**src/rtl/uart_stop_watch_report.sv**
```systemverilog
`default_nettype none
// ----------------------------------------------------------------------------
// uart_stop_watch_report : snapshots stopwatch status/time, sends a 12-byte
// ASCII frame "S HH:MM.LL\r\n" one byte at a time to a UART.     Rev 1.0
// ----------------------------------------------------------------------------
module uart_stop_watch_report #(
  parameter int AUTO_REPORT = 1
) (
  input  logic       clk,
  input  logic       reset,
  input  logic       report_req,
  input  logic       mode_flag,
  input  logic       run_stop_flag,
  input  logic       clear_flag,
  input  logic [6:0] t_hi,
  input  logic [6:0] t_mid,
  input  logic [6:0] t_lo,
  input  logic       tx_busy,
  output logic [7:0] tx_data,
  output logic       tx_start,
  output logic       busy,
  output logic       frame_done
);

  localparam logic [2:0] IDLE    = 3'd0;
  localparam logic [2:0] LOAD    = 3'd1;
  localparam logic [2:0] SEND    = 3'd2;
  localparam logic [2:0] WAIT_HI = 3'd3;
  localparam logic [2:0] WAIT_LO = 3'd4;
  localparam logic [2:0] DONE    = 3'd5;

  localparam logic [1:0] STAT_C = 2'd0;
  localparam logic [1:0] STAT_R = 2'd1;
  localparam logic [1:0] STAT_S = 2'd2;
  localparam logic [1:0] STAT_Z = 2'd3;

  localparam logic [3:0] LAST_IDX = 4'd11;

  // Saturate to 99, then split into {tens, ones} BCD nibbles.
  function automatic logic [7:0] to_digits(input logic [6:0] value);
    logic [6:0] sat;
    logic [3:0] tens;
    sat  = (value > 7'd99) ? 7'd99 : value;
    tens = 4'd0;
    for (int k = 1; k <= 9; k++) begin
      if (sat >= 7'(k * 10)) tens = 4'(k);
    end
    return {tens, 4'(sat - ({3'b000, tens} * 7'd10))};
  endfunction

  logic [2:0] state_q, state_d;
  logic [1:0] status_code;
  logic [1:0] prev_status_q;
  logic       pending_q;
  logic [3:0] index_q;
  logic [1:0] snap_status_q;
  logic [7:0] snap_hi_q, snap_mid_q, snap_lo_q;
  logic [7:0] tx_data_q;
  logic       tx_start_q;
  logic [7:0] cur_byte;
  logic       status_change;
  logic       ext_trigger;
  logic       trigger;
  logic       send_fire;

  always_comb begin
    if (clear_flag) begin
      status_code = STAT_Z;
    end else if (!mode_flag) begin
      status_code = STAT_C;
    end else if (run_stop_flag) begin
      status_code = STAT_R;
    end else begin
      status_code = STAT_S;
    end
  end

  assign status_change = (AUTO_REPORT != 0) && (status_code != prev_status_q);
  assign ext_trigger   = report_req | status_change;
  assign trigger       = ext_trigger | pending_q;

  always_ff @(posedge clk or posedge reset) begin
    if (reset) begin
      state_q <= IDLE;
    end else begin
      state_q <= state_d;
    end
  end

  always_comb begin
    state_d = state_q;
    case (state_q)
      IDLE:    if (trigger) state_d = LOAD;
      LOAD:    state_d = SEND;
      SEND:    if (!tx_busy) state_d = WAIT_HI;
      WAIT_HI: if (tx_busy) state_d = WAIT_LO;
      WAIT_LO: begin
        if (!tx_busy) state_d = (index_q == LAST_IDX) ? DONE : SEND;
      end
      DONE:    state_d = IDLE;
      default: state_d = IDLE;
    endcase
  end

  always_comb begin
    busy       = (state_q != IDLE);
    frame_done = (state_q == DONE);
    send_fire  = (state_q == SEND) && !tx_busy;
  end

  always_comb begin
    cur_byte = 8'h00;
    case (index_q)
      4'd0: begin
        case (snap_status_q)
          STAT_Z:  cur_byte = 8'h5A;
          STAT_R:  cur_byte = 8'h52;
          STAT_S:  cur_byte = 8'h53;
          default: cur_byte = 8'h43;
        endcase
      end
      4'd1:    cur_byte = 8'h20;
      4'd2:    cur_byte = {4'h3, snap_hi_q[7:4]};
      4'd3:    cur_byte = {4'h3, snap_hi_q[3:0]};
      4'd4:    cur_byte = 8'h3A;
      4'd5:    cur_byte = {4'h3, snap_mid_q[7:4]};
      4'd6:    cur_byte = {4'h3, snap_mid_q[3:0]};
      4'd7:    cur_byte = 8'h2E;
      4'd8:    cur_byte = {4'h3, snap_lo_q[7:4]};
      4'd9:    cur_byte = {4'h3, snap_lo_q[3:0]};
      4'd10:   cur_byte = 8'h0D;
      4'd11:   cur_byte = 8'h0A;
      default: cur_byte = 8'h00;
    endcase
  end

  always_ff @(posedge clk or posedge reset) begin
    if (reset) begin
      prev_status_q <= STAT_C;
      pending_q     <= 1'b0;
      index_q       <= 4'd0;
      snap_status_q <= STAT_C;
      snap_hi_q     <= 8'h00;
      snap_mid_q    <= 8'h00;
      snap_lo_q     <= 8'h00;
      tx_data_q     <= 8'h00;
      tx_start_q    <= 1'b0;
    end else begin
      prev_status_q <= status_code;
      // IDLE always accepts the trigger, so any pending request is consumed there.
      if (state_q == IDLE) begin
        pending_q <= 1'b0;
      end else if (ext_trigger) begin
        pending_q <= 1'b1;
      end
      if (state_q == LOAD) begin
        snap_status_q <= status_code;
        snap_hi_q     <= to_digits(t_hi);
        snap_mid_q    <= to_digits(t_mid);
        snap_lo_q     <= to_digits(t_lo);
        index_q       <= 4'd0;
      end else if ((state_q == WAIT_LO) && !tx_busy && (index_q != LAST_IDX)) begin
        index_q <= index_q + 4'd1;
      end
      tx_start_q <= send_fire;
      if (send_fire) begin
        tx_data_q <= cur_byte;
      end
    end
  end

  assign tx_data  = tx_data_q;
  assign tx_start = tx_start_q;

endmodule
`default_nettype wire
```
**config.mk**
```make
export PLATFORM = sky130hd
export DESIGN_NAME = uart_stop_watch_report
export DESIGN_NICKNAME = d
export VERILOG_FILES = /design/src/rtl/uart_stop_watch_report.sv
export SDC_FILE = /design/constraint.sdc
export NUM_CORES = 1
export LEC_CHECK = 0
export BUFFER_PORTS_ARGS = -buffer_cell sky130_fd_sc_hd__buf_2
export CELL_PAD_IN_SITES_DETAIL_PLACEMENT = 0
export CELL_PAD_IN_SITES_GLOBAL_PLACEMENT = 1
export CORE_ASPECT_RATIO = 1.25
export CORE_MARGIN = 2
export CORE_UTILIZATION = 40
export CTS_BUF_LIST = sky130_fd_sc_hd__clkbuf_16
export CTS_CLUSTER_DIAMETER = 60
export DETAILED_ROUTE_END_ITERATION = 8
export PLACE_DENSITY_LB_ADDON = 0.1
export SYNTH_ARGS = -nofsm -noshare
export SYNTH_HDL_FRONTEND = slang
export SYNTH_SLANG_ARGS = --single-unit
```
**constraint.sdc**
```tcl
create_clock -name clk -period 2.6 [get_ports clk]
set_clock_uncertainty 0.05 [all_clocks]
set_input_delay 0.26 -clock clk [delete_from_list [all_inputs] [get_ports clk]]
set_output_delay 0.26 -clock clk [all_outputs]
set_load 0.03 [all_outputs]
```
# Word level (Yosys, flattened, before mapping)
# Cells that the tools add are included.
[op_classes] addsub=4 mul=3 n_lt_le_gt_ge=30 n_eq_ne=25 n_mux=48 n_bitwise=2 reduce_logical=10
[op_table] op="$mux 4" count=29
[op_table] op="$pmux 8 s12" count=1
[op_table] op="$ge 7x6->1 const B" count=9
[op_table] op="$ge 7x7->1 const B" count=9
[op_table] op="$ge 7x5->1 const B" count=6
[op_table] op="$ge 7x4->1 const B" count=3
[op_table] op="$gt 7x7->1 const B" count=3
[op_table] op="$mux 7" count=3
[op_table] op="$eq 4x3->1 const B" count=4
[op_table] op="$eq 4x4->1 const B" count=4
[op_table] op="$mux 3" count=5
[op_table] op="$pmux 3 s5" count=1
[op_table] op="$pmux 5 s3" count=1
[op_table] op="$mul 4x3->3 const B" count=3
[op_table] op="$sub 4x4->4" count=3
[op_table] op="$eq 4x2->1 const B" count=2
[op_table] op="$ne 2x2->1 const B" count=4
[op_table] op="$eq 3x2->1 const B" count=2
[op_table] op="$eq 3x3->1 const B" count=2
[op_table] op="$mux 2" count=3
[op_table] op="$mux 1" count=5
[op_table] op="$add 4x1->4 const B" count=1
[op_table] op="$eq 2x2->1 const B" count=2
[op_table] op="$eq 4x1->1 const B" count=1
[op_table] op="12 further kinds" count=16
[word_totals] register_bits=45 input_bits=28 output_inout_bits=11 wordCells=132

# Longest topological paths before layout
[logic_depth] depth_word=15 mapped_depth=10 mapped_depth_nobuf=9

# Least setup slack after synthesis
# No wires, ideal clock.
[synth_path] kind="input -> register" startpoint="in t_mid[2]" endpoint="reg snap_mid_q[3]" setup_time_ns=0.095 arrival_time_ns=2.462 t_required_ns=2.455 setup_slack_ns=-0.008 path_stages=9 n_path_buf=1 path_cell_list="buf_2 > or2_2 > a211oi_1 > a211oi_2 > ha_1 > fa_1 > or4_1 > and3_1 > o31ai_1"
[synth_via] elab_chain_cells=15 elab_cells_between_ends=23 classes_between="add/sub (1); mul (1); order compare (10); mux (11)"
[synth_lines] element="from (decl)" line_no="16" text="input logic [6:0] t_mid,"
[synth_lines] element="$gt 7x7->1" line_no="43" text="sat = (value > 7'd99) ? 7'd99 : value;"
[synth_lines] element="$mux 7 *" line_no="43"
[synth_lines] element="$ge 7x4->1" line_no="46" text="if (sat >= 7'(k * 10)) tens = 4'(k);"
[synth_lines] element="$mux 1" line_no="46"
[synth_lines] element="$mux 4 (8 in series)" line_no="46"
[synth_lines] element="$mux 4" line_no="156" text="if (state_q == LOAD) begin"
[synth_lines] element="$mul 4x3->3" line_no="48" text="return {tens, 4'(sat - ({3'b000, tens} * 7'd10))};"
[synth_lines] element="$sub 4x4->4 *" line_no="48"
[synth_lines] element="to (signal assigned)" line_no="159" text="snap_mid_q <= to_digits(t_mid);"
[synth_lines] element="to (decl)" line_no="57" text="logic [7:0] snap_hi_q, snap_mid_q, snap_lo_q;"
# Every way passes the cells marked *; elsewhere a longest branch is shown, timed or not. The select of a mux whose other input is x is not followed.
# A chain may end at the register's enable or synchronous reset.

# Worst setup path after layout
[layout_path] startpoint="in t_lo[5]" endpoint="reg snap_lo_q[3]"
[layout_via] elab_chain_cells=15 elab_cells_between_ends=23 classes_between="add/sub (1); mul (1); order compare (10); mux (11)"
[layout_lines] element="from (decl)" line_no="17" text="input logic [6:0] t_lo,"
[layout_lines] element="$gt 7x7->1" line_no="43"
[layout_lines] element="$mux 7 *" line_no="43"
[layout_lines] element="$ge 7x4->1" line_no="46"
[layout_lines] element="$mux 1" line_no="46"
[layout_lines] element="$mux 4 (8 in series)" line_no="46"
[layout_lines] element="$mux 4" line_no="156"
[layout_lines] element="$mul 4x3->3" line_no="48"
[layout_lines] element="$sub 4x4->4 *" line_no="48"
[layout_lines] element="to (signal assigned)" line_no="160" text="snap_lo_q <= to_digits(t_lo);"
[layout_lines] element="to (decl)" line_no="57"
# Marked as above.

==> impl_results.md <==
- Max VDD drop: 326 uV
- Syn nets: 398
- CP Max Fanout: 4
- Register area share after synthesis: 36.7%
- Rows: 35
- Fill cells: 757
- Core box area: 7310 um2
- Cell count after synthesis: 360
- Final Hold Violating Endpoints: 0
- Final min period: 2.36 ns
- CP Class: in -> reg
- Ys flop type: dfrtp_1
- #FFs+latches synth: 44
- Post-route cell area: 3450 um2
- Count of non-filler cells in the finished layout: 487
- Placed cell count: 479
- Cell leakage power: 1.59 nW
- CTS tree: done
- Critical-path cell list: buf_2, or2b_1, o32ai_1, a211oi_2, ha_1, fa_1, or4_1, and3_1, o31ai_1
- IO Count: 39
- Max stage delay on crit path: 0.54 ns
- Outcome: finished, final reports clean
- Crit path capture: snap_lo_q[3]
- Multi-input logic area: 1700 um2
- Vias in the first global route: 2471
- Cell area after technology mapping: 3000 um2
- Routed WL: 6810 um
- Total CTS buffers: 5
- ANT nets after route: 0
- RD Place Congestion: 0.788
- Synth unique cells: 54
- Top cell type's share of synthesized area: 36.7%
- Wire per inst: 14.0 um
- Reg clk slew, reported paths: 0.06 ns
- Layout cell share with drive strength beyond 1: 20.0%
- Area leader, netlist: dfrtp_1
- Area Growth Syn to Fin: 14.8%
- Final nets: 433
- RSZ-0062 raised after global routing: false
- Final Cycle Share: 90.6%
- Slew headroom: 59.3%
- Die X: 81.5 um
- R2r startpoint: index_q[0]
- Commonest non-fill, non-tap cell in the layout: nand2_1
- Die height: 101 um
- DP HPWL: 5150 um
- YS warnings: 0
- Slew at the pin closest to its max-slew limit: 0.607 ns
- Clock Sinks: 44
- Vias per Instance: 5.29
- Synth area leaders: dfrtp_1 (37%), nand2_1 (7.1%), o21ai_0 (5.5%)
- Clock Latency Late Sink: 0.28 ns
- Asr flop ratio synth: 100%
- DR vias: 2575
- CP startpoint: t_lo[5]
- Max Cap Violations: 0
- Postcts setup bufs: 0
- Placed Area: 3300 um2
- Overflow after GRT: 0
- Tot GR Track Use: 18.3%
- RR Endpoint: tx_data[3]
- Die ar.: 8220 um2
- Critical Path AT: 2.50 ns
- Residual DRC: 0
- Initial antenna violation count: 0
- Antenna cell count: 0
- CP required: 2.74 ns
- WHS: 0.167 ns
- Initial DRC count: 157
- Slowest CP cell: or4_1
- R2r setup slk: 0.56 ns
- CP endpoint kind: flip-flop
- Largest net degree at the start of global routing: 34
- Max Freq: 0.425 GHz
- Hold crit path type: in -> reg
- Drt first pass iters: 4
- Starting Density: 41.1%
- Worst setup SP type: input pin
- CTS H-tree depth: 2
- Post-synth EDFFs: 0
- Clock Tree Root: clkbuf_16
- Max Root-Sink Buffers: 2
- Setup Viol. Count Final: 0
- Final Slew Violations: 0
- # hold bufs at CTS: 1
- Most frequent cells in the layout: nand2_1 (57), dfrtp_1 (44), buf_2 (37)
- Mean Syn Cell Area: 8.34 um2
- Global-route wire length before repair: 11800 um
- Register area: 1100 um2
- R2R cell count: 7
- Cts repair resizes: 0
- IO Port Bufs: 37
- P per Cell Area: 844 nW/um2
## where the power goes
group / switching (mW) / total, mW / internal, mW / leakage [nW]
logic: 0.682 / 1.14 / 0.453 / 0.975
clock network: 0.251 / 0.596 / 0.345 / 0.0709
registers: 0.202 / 1.18 / 0.978 / 0.544
## synth_stat cells, drive strengths merged, types with 7 or more instances
master / count
buf: 19
dfrtp: 44
a21oi: 25
clkbuf: 11
o21ai: 33
a22oi: 8
nor3: 7
nor2: 28
nand2: 57
inv: 13
o31ai: 7
ha: 7
## through the flow
stage	utilization (%)	power (mW)	setup WS (ns)	TNS [ns]
after CTS	47.2	2.94	0.251	0
after detailed placement	45.2	2.35	-0.0424	-0.0753
after floorplan	-	2.00	0.0372	0
after global routing	47.2	3.17	0.112	0
after global placement	45.2	2.32	0.0272	0
final	47.2	2.91	0.245	0
## flip-flops by register name, summed over array words and instances (netlist names)
signal / cells
snap_lo_q: 8
tx_start: 1
snap_hi_q: 8
prev_status_q: 2
tx_data: 7
snap_status_q: 2
state_q: 3
snap_mid_q: 8
index_q: 4
pending_q: 1
## how the worst min path moves through the flow
stage / slack [ns] / cells past startpoint / startpoint / end
after CTS: 0.16 / 3 / clear_flag / prev_status_q[0]
final: 0.17 / 3 / clear_flag / prev_status_q[0]
after global routing: 0.19 / 3 / clear_flag / prev_status_q[0]
after detailed placement: 0.23 / 2 / reset / pending_q
after floorplan: 0.33 / 2 / clear_flag / prev_status_q[0]
after global placement: 0.22 / 2 / reset / pending_q
## critical path: cells and delay by family
family	cells	cell delay (ns)
compound gates	3	0.57
fa+ha+maj	2	0.59
buf+inv	1	0.11
simple gates	3	0.97
## final cells by class
type / instances / area share [%]
Multi-Input combinational cell: 273 / 49.4
Sequential cell: 44 / 31.9
Timing Repair Buffer: 58 / 10.0
Clock buffer: 5 / 3.63
Tap cell: 92 / 3.34
Inverter: 13 / 1.42
Clock inverter: 2 / 0.254
## layer usage
metal | wire, um | share of wire (%) | track usage, % | vias to the layer above
met5 | 0 | 0 | 0 | -
met4 | 129 | 1.9 | 6.65 | 0
met3 | 164 | 2.4 | 2.24 | 9
met2 | 3300 | 48 | 29.9 | 40
met1 | 3220 | 47 | 24.6 | 1189
li1 | - | - | - | 1337
## cell families (layout without fill, tap and decap cells)
logic type / count (synthesis) / count (layout) / share of synthesized area, %
multiplexers: 4 / 4 / 1.50
adder cells (fa/ha/maj): 10 / 10 / 4.92
buffers and inverters: 43 / 78 / 6.92
XOR/XNOR: 9 / 9 / 2.63
AO/OA/AOI/OAI: 110 / 110 / 24.3
AND/OR/NAND/NOR: 139 / 139 / 23.0
flip-flops: 44 / 44 / 36.7
other: 1 / 1 / 0.125
Power figures use the tool's default switching activity.
